## src/rtl/board_pkg.sv

```systemverilog
// Board-level constants shared by the switch conditioning path and the parity generator,
// plus the per-bit debounce state type.
package board_pkg;

    localparam int unsigned CLK_FREQ_HZ     = 100_000_000;
    localparam int unsigned DEBOUNCE_MS     = 10;
    localparam int unsigned DEBOUNCE_CYCLES = (CLK_FREQ_HZ / 1000) * DEBOUNCE_MS;
    localparam int unsigned NUM_SW          = 8;

    typedef enum logic {
        DB_STABLE   = 1'b0,
        DB_COUNTING = 1'b1
    } db_state_e;

endpackage

```

## src/rtl/switch_debouncer_if.sv

```systemverilog
// Switch-side signal bundle for switch_debouncer; master is the debouncer, slave its consumer.
// Optional SWITCH_DEBOUNCER_EVENT_CNT_EN adds the 16-bit event_cnt_o counter output.
interface switch_debouncer_if #(
    parameter int unsigned WIDTH = board_pkg::NUM_SW
) ();

    logic [WIDTH-1:0] sw_raw_i;
    logic [WIDTH-1:0] sw_o;
    logic [WIDTH-1:0] rise_o;
    logic [WIDTH-1:0] fall_o;
    logic             changed_o;

`ifdef SWITCH_DEBOUNCER_EVENT_CNT_EN
    logic [15:0]      event_cnt_o;

    modport master (
        input  sw_raw_i,
        output sw_o, rise_o, fall_o, changed_o, event_cnt_o
    );
    modport slave (
        output sw_raw_i,
        input  sw_o, rise_o, fall_o, changed_o, event_cnt_o
    );
`else
    modport master (
        input  sw_raw_i,
        output sw_o, rise_o, fall_o, changed_o
    );
    modport slave (
        output sw_raw_i,
        input  sw_o, rise_o, fall_o, changed_o
    );
`endif

endinterface

```

## src/rtl/debounce_bit.sv

```systemverilog
// Single-bit debouncer: commits a new level only after CYCLES consecutive differing samples,
// emitting a registered one-cycle rise or fall pulse on the commit edge.
module debounce_bit
    import board_pkg::*;
#(
    parameter int unsigned CYCLES    = board_pkg::DEBOUNCE_CYCLES,
    parameter logic        RESET_VAL = 1'b0
) (
    input  logic clk,
    input  logic rst_n,
    input  logic sync_in,
    output logic sw_out,
    output logic rise,
    output logic fall
);

    localparam int unsigned      CNT_W    = $clog2(CYCLES);
    localparam logic [CNT_W-1:0] CNT_LAST = CNT_W'(CYCLES - 1);

    db_state_e        state_reg, state_next;
    logic [CNT_W-1:0] cnt_reg, cnt_next;
    logic             sw_reg, sw_next;
    logic             rise_reg, rise_next;
    logic             fall_reg, fall_next;

    always_ff @(posedge clk or negedge rst_n) begin
        if (!rst_n) begin
            state_reg <= DB_STABLE;
            cnt_reg   <= '0;
            sw_reg    <= RESET_VAL;
            rise_reg  <= 1'b0;
            fall_reg  <= 1'b0;
        end else begin
            state_reg <= state_next;
            cnt_reg   <= cnt_next;
            sw_reg    <= sw_next;
            rise_reg  <= rise_next;
            fall_reg  <= fall_next;
        end
    end

    always_comb begin
        state_next = state_reg;
        cnt_next   = cnt_reg;
        sw_next    = sw_reg;
        rise_next  = 1'b0;
        fall_next  = 1'b0;
        case (state_reg)
            DB_STABLE: begin
                cnt_next = '0;
                if (sync_in != sw_reg) begin
                    state_next = DB_COUNTING;
                    cnt_next   = CNT_W'(1);
                end
            end
            DB_COUNTING: begin
                if (sync_in == sw_reg) begin
                    // Bounced back to the committed level: abandon this attempt silently.
                    state_next = DB_STABLE;
                    cnt_next   = '0;
                end else if (cnt_reg == CNT_LAST) begin
                    state_next = DB_STABLE;
                    cnt_next   = '0;
                    sw_next    = sync_in;
                    rise_next  = sync_in;
                    fall_next  = ~sync_in;
                end else begin
                    cnt_next = cnt_reg + CNT_W'(1);
                end
            end
        endcase
    end

    assign sw_out = sw_reg;
    assign rise   = rise_reg;
    assign fall   = fall_reg;

endmodule

```

## src/rtl/switch_debouncer.sv

```systemverilog
// Slide-switch conditioner: 2-flop synchroniser feeding one debounce_bit per switch.
// Optional SWITCH_DEBOUNCER_EVENT_CNT_EN adds a saturating count of changed_o pulses.
module switch_debouncer #(
    parameter int unsigned      WIDTH           = board_pkg::NUM_SW,
    parameter int unsigned      DEBOUNCE_CYCLES = board_pkg::DEBOUNCE_CYCLES,
    parameter logic [WIDTH-1:0] RESET_VAL       = '0
) (
    input  logic               clk_i,
    input  logic               rst_n_i,
    switch_debouncer_if.master bus
);

    logic [WIDTH-1:0] s1_reg;
    logic [WIDTH-1:0] s2_reg;
    logic [WIDTH-1:0] sw_vec;
    logic [WIDTH-1:0] rise_vec;
    logic [WIDTH-1:0] fall_vec;

    always_ff @(posedge clk_i or negedge rst_n_i) begin
        if (!rst_n_i) begin
            s1_reg <= RESET_VAL;
            s2_reg <= RESET_VAL;
        end else begin
            s1_reg <= bus.sw_raw_i;
            s2_reg <= s1_reg;
        end
    end

    generate
        for (genvar gi = 0; gi < WIDTH; gi++) begin : g_bit
            debounce_bit #(
                .CYCLES    (DEBOUNCE_CYCLES),
                .RESET_VAL (RESET_VAL[gi])
            ) u_bit (
                .clk     (clk_i),
                .rst_n   (rst_n_i),
                .sync_in (s2_reg[gi]),
                .sw_out  (sw_vec[gi]),
                .rise    (rise_vec[gi]),
                .fall    (fall_vec[gi])
            );
        end
    endgenerate

    assign bus.sw_o      = sw_vec;
    assign bus.rise_o    = rise_vec;
    assign bus.fall_o    = fall_vec;
    // Pulses are registered per bit, so this OR lands in the same cycle as sw_o.
    assign bus.changed_o = |(rise_vec | fall_vec);

`ifdef SWITCH_DEBOUNCER_EVENT_CNT_EN
    logic [15:0] event_cnt_reg;

    always_ff @(posedge clk_i or negedge rst_n_i) begin
        if (!rst_n_i) begin
            event_cnt_reg <= '0;
        end else if (bus.changed_o && (event_cnt_reg != 16'hFFFF)) begin
            event_cnt_reg <= event_cnt_reg + 16'd1;
        end
    end

    assign bus.event_cnt_o = event_cnt_reg;
`endif

endmodule

```

## src/flat_wrapper.sv

```systemverilog
// flat-port wrapper written by rule: the top's interface ports become plain ports
module switch_debouncer_flat 
#(
    parameter int unsigned      WIDTH           = board_pkg::NUM_SW,
    parameter int unsigned      DEBOUNCE_CYCLES = board_pkg::DEBOUNCE_CYCLES,
    parameter logic [WIDTH-1:0] RESET_VAL       = '0
)
  (clk_i, rst_n_i, bus_sw_raw_i, bus_sw_o, bus_rise_o, bus_fall_o, bus_changed_o);
  switch_debouncer_if #(.WIDTH(WIDTH)) bus_i ();
  input  logic clk_i;
  input  logic rst_n_i;
  input wire logic [$bits(bus_i.sw_raw_i)-1:0] bus_sw_raw_i;
  output wire logic [$bits(bus_i.sw_o)-1:0] bus_sw_o;
  output wire logic [$bits(bus_i.rise_o)-1:0] bus_rise_o;
  output wire logic [$bits(bus_i.fall_o)-1:0] bus_fall_o;
  output wire logic [$bits(bus_i.changed_o)-1:0] bus_changed_o;
  assign bus_i.sw_raw_i = bus_sw_raw_i;
  assign bus_sw_o = bus_i.sw_o;
  assign bus_rise_o = bus_i.rise_o;
  assign bus_fall_o = bus_i.fall_o;
  assign bus_changed_o = bus_i.changed_o;
  switch_debouncer #(.WIDTH(WIDTH), .DEBOUNCE_CYCLES(DEBOUNCE_CYCLES), .RESET_VAL(RESET_VAL)) u_core (.clk_i(clk_i), .rst_n_i(rst_n_i), .bus(bus_i));
endmodule
```

## config.mk

```make
export PLATFORM = sky130hd
export DESIGN_NAME = switch_debouncer_flat
export DESIGN_NICKNAME = d
export VERILOG_FILES = /design/src/rtl/board_pkg.sv /design/src/rtl/switch_debouncer_if.sv /design/src/rtl/debounce_bit.sv /design/src/rtl/switch_debouncer.sv /design/src/flat_wrapper.sv
export SDC_FILE = /design/constraint.sdc
export NUM_CORES = 1
export LEC_CHECK = 0
export ABC_AREA = 1
export ABC_CLOCK_PERIOD_IN_PS = 2200
export CAP_MARGIN = 20
export CORE_MARGIN = 2
export CORE_UTILIZATION = 40
export DETAILED_ROUTE_END_ITERATION = 12
export HOLD_SLACK_MARGIN = 0.06
export PLACE_DENSITY_LB_ADDON = 0.08
export SYNTH_ARGS = -nofsm -noshare
export SYNTH_HDL_FRONTEND = slang
export SYNTH_HIERARCHICAL = 1
export SYNTH_SLANG_ARGS = --single-unit
```

## constraint.sdc

```tcl
create_clock -name clk_i -period 2.2 [get_ports clk_i]
set_input_delay 0.55 -clock clk_i [delete_from_list [all_inputs] [get_ports clk_i]]
set_output_delay 0.55 -clock clk_i [all_outputs]
set_load 0.01 [all_outputs]
```

==> results of run 1 <==
==> kinds of logic (layout without fill, tap and decap cells) <==
logic type | count (synthesis) | in the layout | synth area share (%)
and+or+nand+nor | 876 | 876 | 37.0
DFF | 208 | 208 | 47.1
buffers and inverters | 160 | 241 | 6.57
xor gates and xnor gates | 88 | 88 | 6.98
AOI/OAI and AO/OA | 31 | 31 | 1.41
adders and majority gates | 8 | 8 | 0.907
==> cells in the final DEF, fill, tap and decap left out, types with 2 or more instances in the layout <==
master,n
nand3_1,49
nor3_2,7
o21ai_0,23
clkdlybuf4s50_1,32
clkinv_2,4
inv_2,7
bufinv_16,4
or2_2,8
dfrtp_1,208
nor2_2,134
nor2_1,282
clkbuf_16,27
nor3_1,11
nand2_1,318
a21oi_1,8
nand4_1,17
xor2_1,57
nand2_4,8
xnor2_1,31
nor3_4,8
buf_12,2
nand2_2,25
clkbuf_8,6
clkbuf_1,5
inv_1,145
buf_4,4
ha_1,8
nand3_2,8
==> through the flow <==
stage | std cells | setup slack [ps] | cell area, sq um | power [mW]
finish | 1793 | 108 | 12700 | 8.89
global route | 1793 | 4.15 | 12700 | 9.26
CTS | 1793 | 28.3 | 12700 | 9.07
detailed placement | 1744 | 344 | 11700 | 4.43
global placement | 1744 | 333 | 11700 | 4.43
floorplan | 1371 | 840 | 11000 | 4.31
==> worst max-delay path: stages (launching register included) <==
cell and delay (ps):
dfrtp_1 370, nor2_1 120, nand2_1 90, nor2_1 110
nand2_1 90, clkdlybuf4s15_1 240
==> path summary, 6_finish.rpt <==
kind | start | end | slack (ps) | cells past startpoint
setup reg to reg | u_core/g_bit[1].u_bit/cnt_reg[0] | u_core/g_bit[1].u_bit/cnt_reg[17] | 550 | 8
setup / recovery | u_core/g_bit[6].u_bit/fall | bus_changed_o | 110 | 5
hold reg to reg | u_core/s1_reg[0] | u_core/s2_reg[0] | 350 | 0
min in group asynchronous | rst_n_i | u_core/g_bit[6].u_bit/cnt_reg[1] | 480 | 2
hold / removal | u_core/s1_reg[0] | u_core/s2_reg[0] | 350 | 0
max in group asynchronous | rst_n_i | u_core/g_bit[3].u_bit/cnt_reg[9] | 1020 | 3
==> power groups by stage <==
stage	Clock [mW]	Sequential [mW]	Combinational (mW)
2_1_floorplan	0	4.01	0.305
3_3_place_gp	0	4.02	0.417
3_5_place_dp	0	4.02	0.416
4_1_cts	4.70	3.95	0.421
5_1_grt	4.83	3.96	0.468
6_report	4.53	3.95	0.404
==> final cells by class <==
cell class                      count  share of cell area, %
Clock buffer                       38                   6.13
Clock inverter                     10                   1.23
Inverter                          152                   4.50
Multi-Input combinational cell   1003                   40.3
Sequential cell                   208                   41.1
Tap cell                          341                   3.37
Timing Repair Buffer               41                   3.36
==> routing by layer <==
metal | track usage (%) | vias to the layer above | part of all wire [%]
met5 | 0 | - | 0
met4 | 4.31 | 0 | 2.1
met3 | 2.65 | 30 | 3.6
met2 | 26.2 | 77 | 45
met1 | 22.3 | 3725 | 50
li1 | - | 4305 | -
==> what timing repair did <==
action | CTS | global route
endpoints found under the setup margin | 1 | 0
gates resized for setup | 3 | 0
hold endpoints to repair | 25 | 0
hold buffers | 1 | 0
==> results.yml, run 1 <==
floorplanning:
  std_cell_rows: 60
  pin_count: 35
  core_sq_um: 27000
  die-width_microns: 170
  die_h_microns: 170
  dieArea_sq_um: 28900
  initial_core_util_pct: 40.8
final_layout:
  largest_reg_flops: 160
  antenna_cells: 0
  ff_latch_area_sq_um: 5200
  final_layout_size_suffix_gt1_share_pct: 17.6
  final_util_pct: 46.9
  multi_input_area_sq_um: 5110
  n_fill_cell: 2684
  nets: 1450
  layout-area-overhead-vs-synth_pct: 14.8
global_route:
  overflow: 0
  grt_pass1_wl_mm: 38.8
  grt_max_degree: 64
  antenna_found_initial: 0
  track_usage_pct: 16.1
  grt_pass1_vias: 8150
pwr:
  p_leak_nw: 5.51
  p_switching_mw: 1.96
  pwr-share-seq_pct: 44.4
  power_frac_comb_pct: 4.5
  p_per_area_nw_per_um2: 701
  p_int_mw: 6.92
  switching_share_pct: 22.1
  vdd.ir_drop.worst_mv: 0.592
  p_clk_share_pct: 51.0
worst_setup_path:
  cp_max_fo: 2
  cp.arrival_ps: 1540
  crit_path_end_kind: "output pin"
  start_kind: "register"
  critPathKind: "reg2out"
  crit_required_ps: 1650
placed_design:
  io_buffers: 34
  gp_congestion: 0.791
  place_hpwl_mm: 15.9
clock_tree:
  cts_buffer_depth: 3
  clkSinkCount: 208
  cts_setup_buffers: 0
  cts_tree: "yes"
  clk_pin_slew_ps: 50
  clk_latency_ps: 520
  clockRootBuffer: "clkbuf_16"
  cts_buffers: 26
  cts.htree.levels: 1
yosys:
  yosys.cell_count.top_type: "nand2_1"
  yosys.cell_types.count: 23
  synth_commonest_cells: "nand2_1, nor2_1, dfrtp_1"
  synth-edff-count: 0
  synth_top_cell_area_share_pct: 47.1
  syn_area_per_cell_sq_um: 8.05
  ys_seq_elements: 208
  synth.net_count: 1389
  syn-cell-area_sq_um: 11000
  ys_seq_area_share_pct: 47.1
  synthFlopType: "dfrtp_1"
  syn_inst: 1371
  yosys.area.top_type: "dfrtp_1"
  ys_warn_count: 6
  synth_area_leaders: "dfrtp_1, nand2_1, nor2_1"
  synth_async_sr_flop_share_pct: 100
timing:
  setup_tns_ps: 0
  setup_viol: 0
  tightest_slew_ps: 403
  fin_crit_sh_pct: 95.1
  min_period_ps: 2090
  fin_hold_ws_ps: 347
  rsz0062_at_grt: "false"
  skew_ps: 8.20
  relSlewSlack_pct: 73.1
  hold_violations: 0
  drv_slew: 0
  fmax_ghz: 0.478
job:
  cap_violations: 0
route:
  wire_per_inst_microns: 12.2
  first_pass_iters: 5
  first_iter_violations: 383
  dr_total_vias: 8137
  route.detailed.drc: 0
  ant_nets: 0
  viasPerCell: 4.54
  wirelength_mm: 22.0
outcome:
  outcome: "finished, final reports clean"
worst_hold_path:
  min_path_type: "reg2reg"
Power figures use the tool's default switching activity.
==> run 2: changes to the inputs <==
--- a/config.mk
+++ b/config.mk
@@ -12,7 +12,6 @@
 export CORE_UTILIZATION = 40
 export DETAILED_ROUTE_END_ITERATION = 12
 export HOLD_SLACK_MARGIN = 0.06
-export PLACE_DENSITY_LB_ADDON = 0.08
 export SYNTH_ARGS = -nofsm -noshare
 export SYNTH_HDL_FRONTEND = slang
 export SYNTH_HIERARCHICAL = 1
==> constraint.sdc (replaced) <==
create_clock -name clk_i -period 2.2 [get_ports clk_i]
set_input_delay 0.55 -clock clk_i [delete_from_list [all_inputs] [get_ports clk_i]]
set_output_delay 0.55 -clock clk_i [all_outputs]
set_load 0.005 [all_outputs]
==> run 2 against run 1 <==
Against the previous run:
- worst setup slack better by 13 ps
- maximum frequency is 0.63% higher
- routed wire length is 3.7% lower
- critical path depth stayed put
- clock skew is 6.4 ps higher
- critical endpoint unchanged
- largest power group unchanged
==> results.yml, run 2 (synthesis gave the netlist of run 1 again) <==
timing:
  skew_ps: 14.6
  drv_slew: 0
  tightest_slew_ps: 445
  rsz0062_at_grt: "false"
  fin_crit_sh_pct: 94.5
  setup_tns_ps: 0
  fmax_ghz: 0.481
  hold_violations: 0
  setup_viol: 0
  min_period_ps: 2080
  relSlewSlack_pct: 70.4
global_route:
  grt_pass1_vias: 8366
  grt_max_degree: 54
  overflow: 0
  antenna_found_initial: 0
  track_usage_pct: 15.7
  grt_pass1_wl_mm: 38.2
pwr:
  switching_share_pct: 22.4
  pwr-share-seq_pct: 47.1
  p_switching_mw: 1.88
  total_power_mw: 8.39
  p_clk_share_pct: 48.1
  vdd.ir_drop.worst_mv: 0.472
  p_leak_nw: 5.45
  p_int_mw: 6.51
  power_frac_comb_pct: 4.8
  p_per_area_nw_per_um2: 668
job:
  cap_violations: 0
final_layout:
  final_layout_size_suffix_gt1_share_pct: 17.5
  layout_commonest_cell: "nand2_1"
  ff_latch_area_sq_um: 5200
  final_area_sq_um: 12600
  multi_input_area_sq_um: 5120
  layout_common_cells: "nand2_1, nor2_1, dfrtp_1"
  n_fill_cell: 2687
  largest_reg_flops: 160
  layout-area-overhead-vs-synth_pct: 13.8
  final_cells: 1788
  nets: 1449
  final_util_pct: 46.5
  antenna_cells: 0
worst_setup_path:
  crit_required_ps: 1650
  start_kind: "register"
  cp_max_fo: 2
  critPathKind: "reg2out"
  cp.arrival_ps: 1530
  crit_path_end_kind: "output pin"
route:
  ant_nets: 0
  first_pass_iters: 5
  wirelength_mm: 21.1
  wire_per_inst_microns: 11.8
  first_iter_violations: 339
  viasPerCell: 4.59
  route.detailed.drc: 0
  dr_total_vias: 8209
floorplanning:
  die-width_microns: 170
  die_h_microns: 170
  core_sq_um: 27000
  initial_core_util_pct: 40.8
  dieArea_sq_um: 28900
  pin_count: 35
  std_cell_rows: 60
placed_design:
  place_area_sq_um: 11700
  io_buffers: 34
  dpl.cell_count: 1744
  place_hpwl_mm: 15.2
  gp_congestion: 0.805
clock_tree:
  cts_tree: "yes"
  clk_pin_slew_ps: 60
  cts.htree.levels: 1
  cts_buffer_depth: 3
  cts_buffers: 25
  clkSinkCount: 208
  clk_latency_ps: 510
  clockRootBuffer: "clkbuf_16"
outcome:
  outcome: "finished, final reports clean"
worst_hold_path:
  min_path_type: "reg2reg"
[run 2: cell types whose count changed in the layout (fill, tap and decap cells not counted), sizes merged]
cell,before,now
clkbuf,38,33
bufinv,4,3
clkinv,5,6
[run 2: final timing paths]
check / startpoint / to / slack (ps) / cells after the start
max in group asynchronous: rst_n_i / u_core/s1_reg[1] / 1030 / 3
hold / removal: u_core/s1_reg[5] / u_core/s2_reg[5] / 340 / 0
setup reg to reg: u_core/g_bit[2].u_bit/cnt_reg[0] / u_core/g_bit[2].u_bit/cnt_reg[19] / 520 / 8
hold reg to reg: u_core/s1_reg[5] / u_core/s2_reg[5] / 340 / 0
setup / recovery: u_core/g_bit[6].u_bit/rise / bus_changed_o / 120 / 5
min in group asynchronous: rst_n_i / u_core/g_bit[6].u_bit/cnt_reg[3] / 530 / 2
[run 2: timing repair]
item / 4_1_cts / 5_1_grt
pin swaps: 0 / 2
endpoints found under the setup margin: 1 / 1
resized for setup: 2 / 4
buffers inserted: 0 / 0
endpoints found under the hold margin: 47 / 0
hold buffers: 1 / 0
[run 2: through the flow]
step | setup WS [ps] | hold WS [ps]
6_report | 121 | 335
5_1_grt | 20.9 | 354
4_1_cts | 28.5 | 345
3_5_place_dp | 388 | 336
3_3_place_gp | 381 | 333
2_1_floorplan | 840 | 254
[run 2: routing by layer]
metal	global-route usage [%]	routed length, microns	vias to the layer above
met3	2.93	780	31
met2	25.8	9680	84
met1	21.4	10200	3800
met4	4.20	445	0
met5	0	0	-
li1	-	-	4294
[run 2: worst max-delay path, stage by stage, from the launching register on]
cell and delay [ps]:
dfrtp_1 380, nor2_1 130, nand2_2 100, nor2_2 100, nand2_1 50, clkdlybuf4s15_1 250
[run 2: layout make-up]
type	count	share of cell area (%)
repair buffers	41	3.49
clock buffers	33	5.38
inverters	152	4.54
well taps	341	3.40
multi-input cells	1003	40.7
flip-flops and latches	208	41.4
clock inverters	10	1.02
[run 2: power groups by stage]
stage / sequential, mW / combinational [mW] / clock, mW
2_1_floorplan: 4.01 / 0.305 / 0
3_3_place_gp: 4.01 / 0.411 / 0
3_5_place_dp: 4.02 / 0.414 / 0
4_1_cts: 3.95 / 0.419 / 4.19
5_1_grt: 3.96 / 0.471 / 4.35
6_report: 3.95 / 0.403 / 4.04
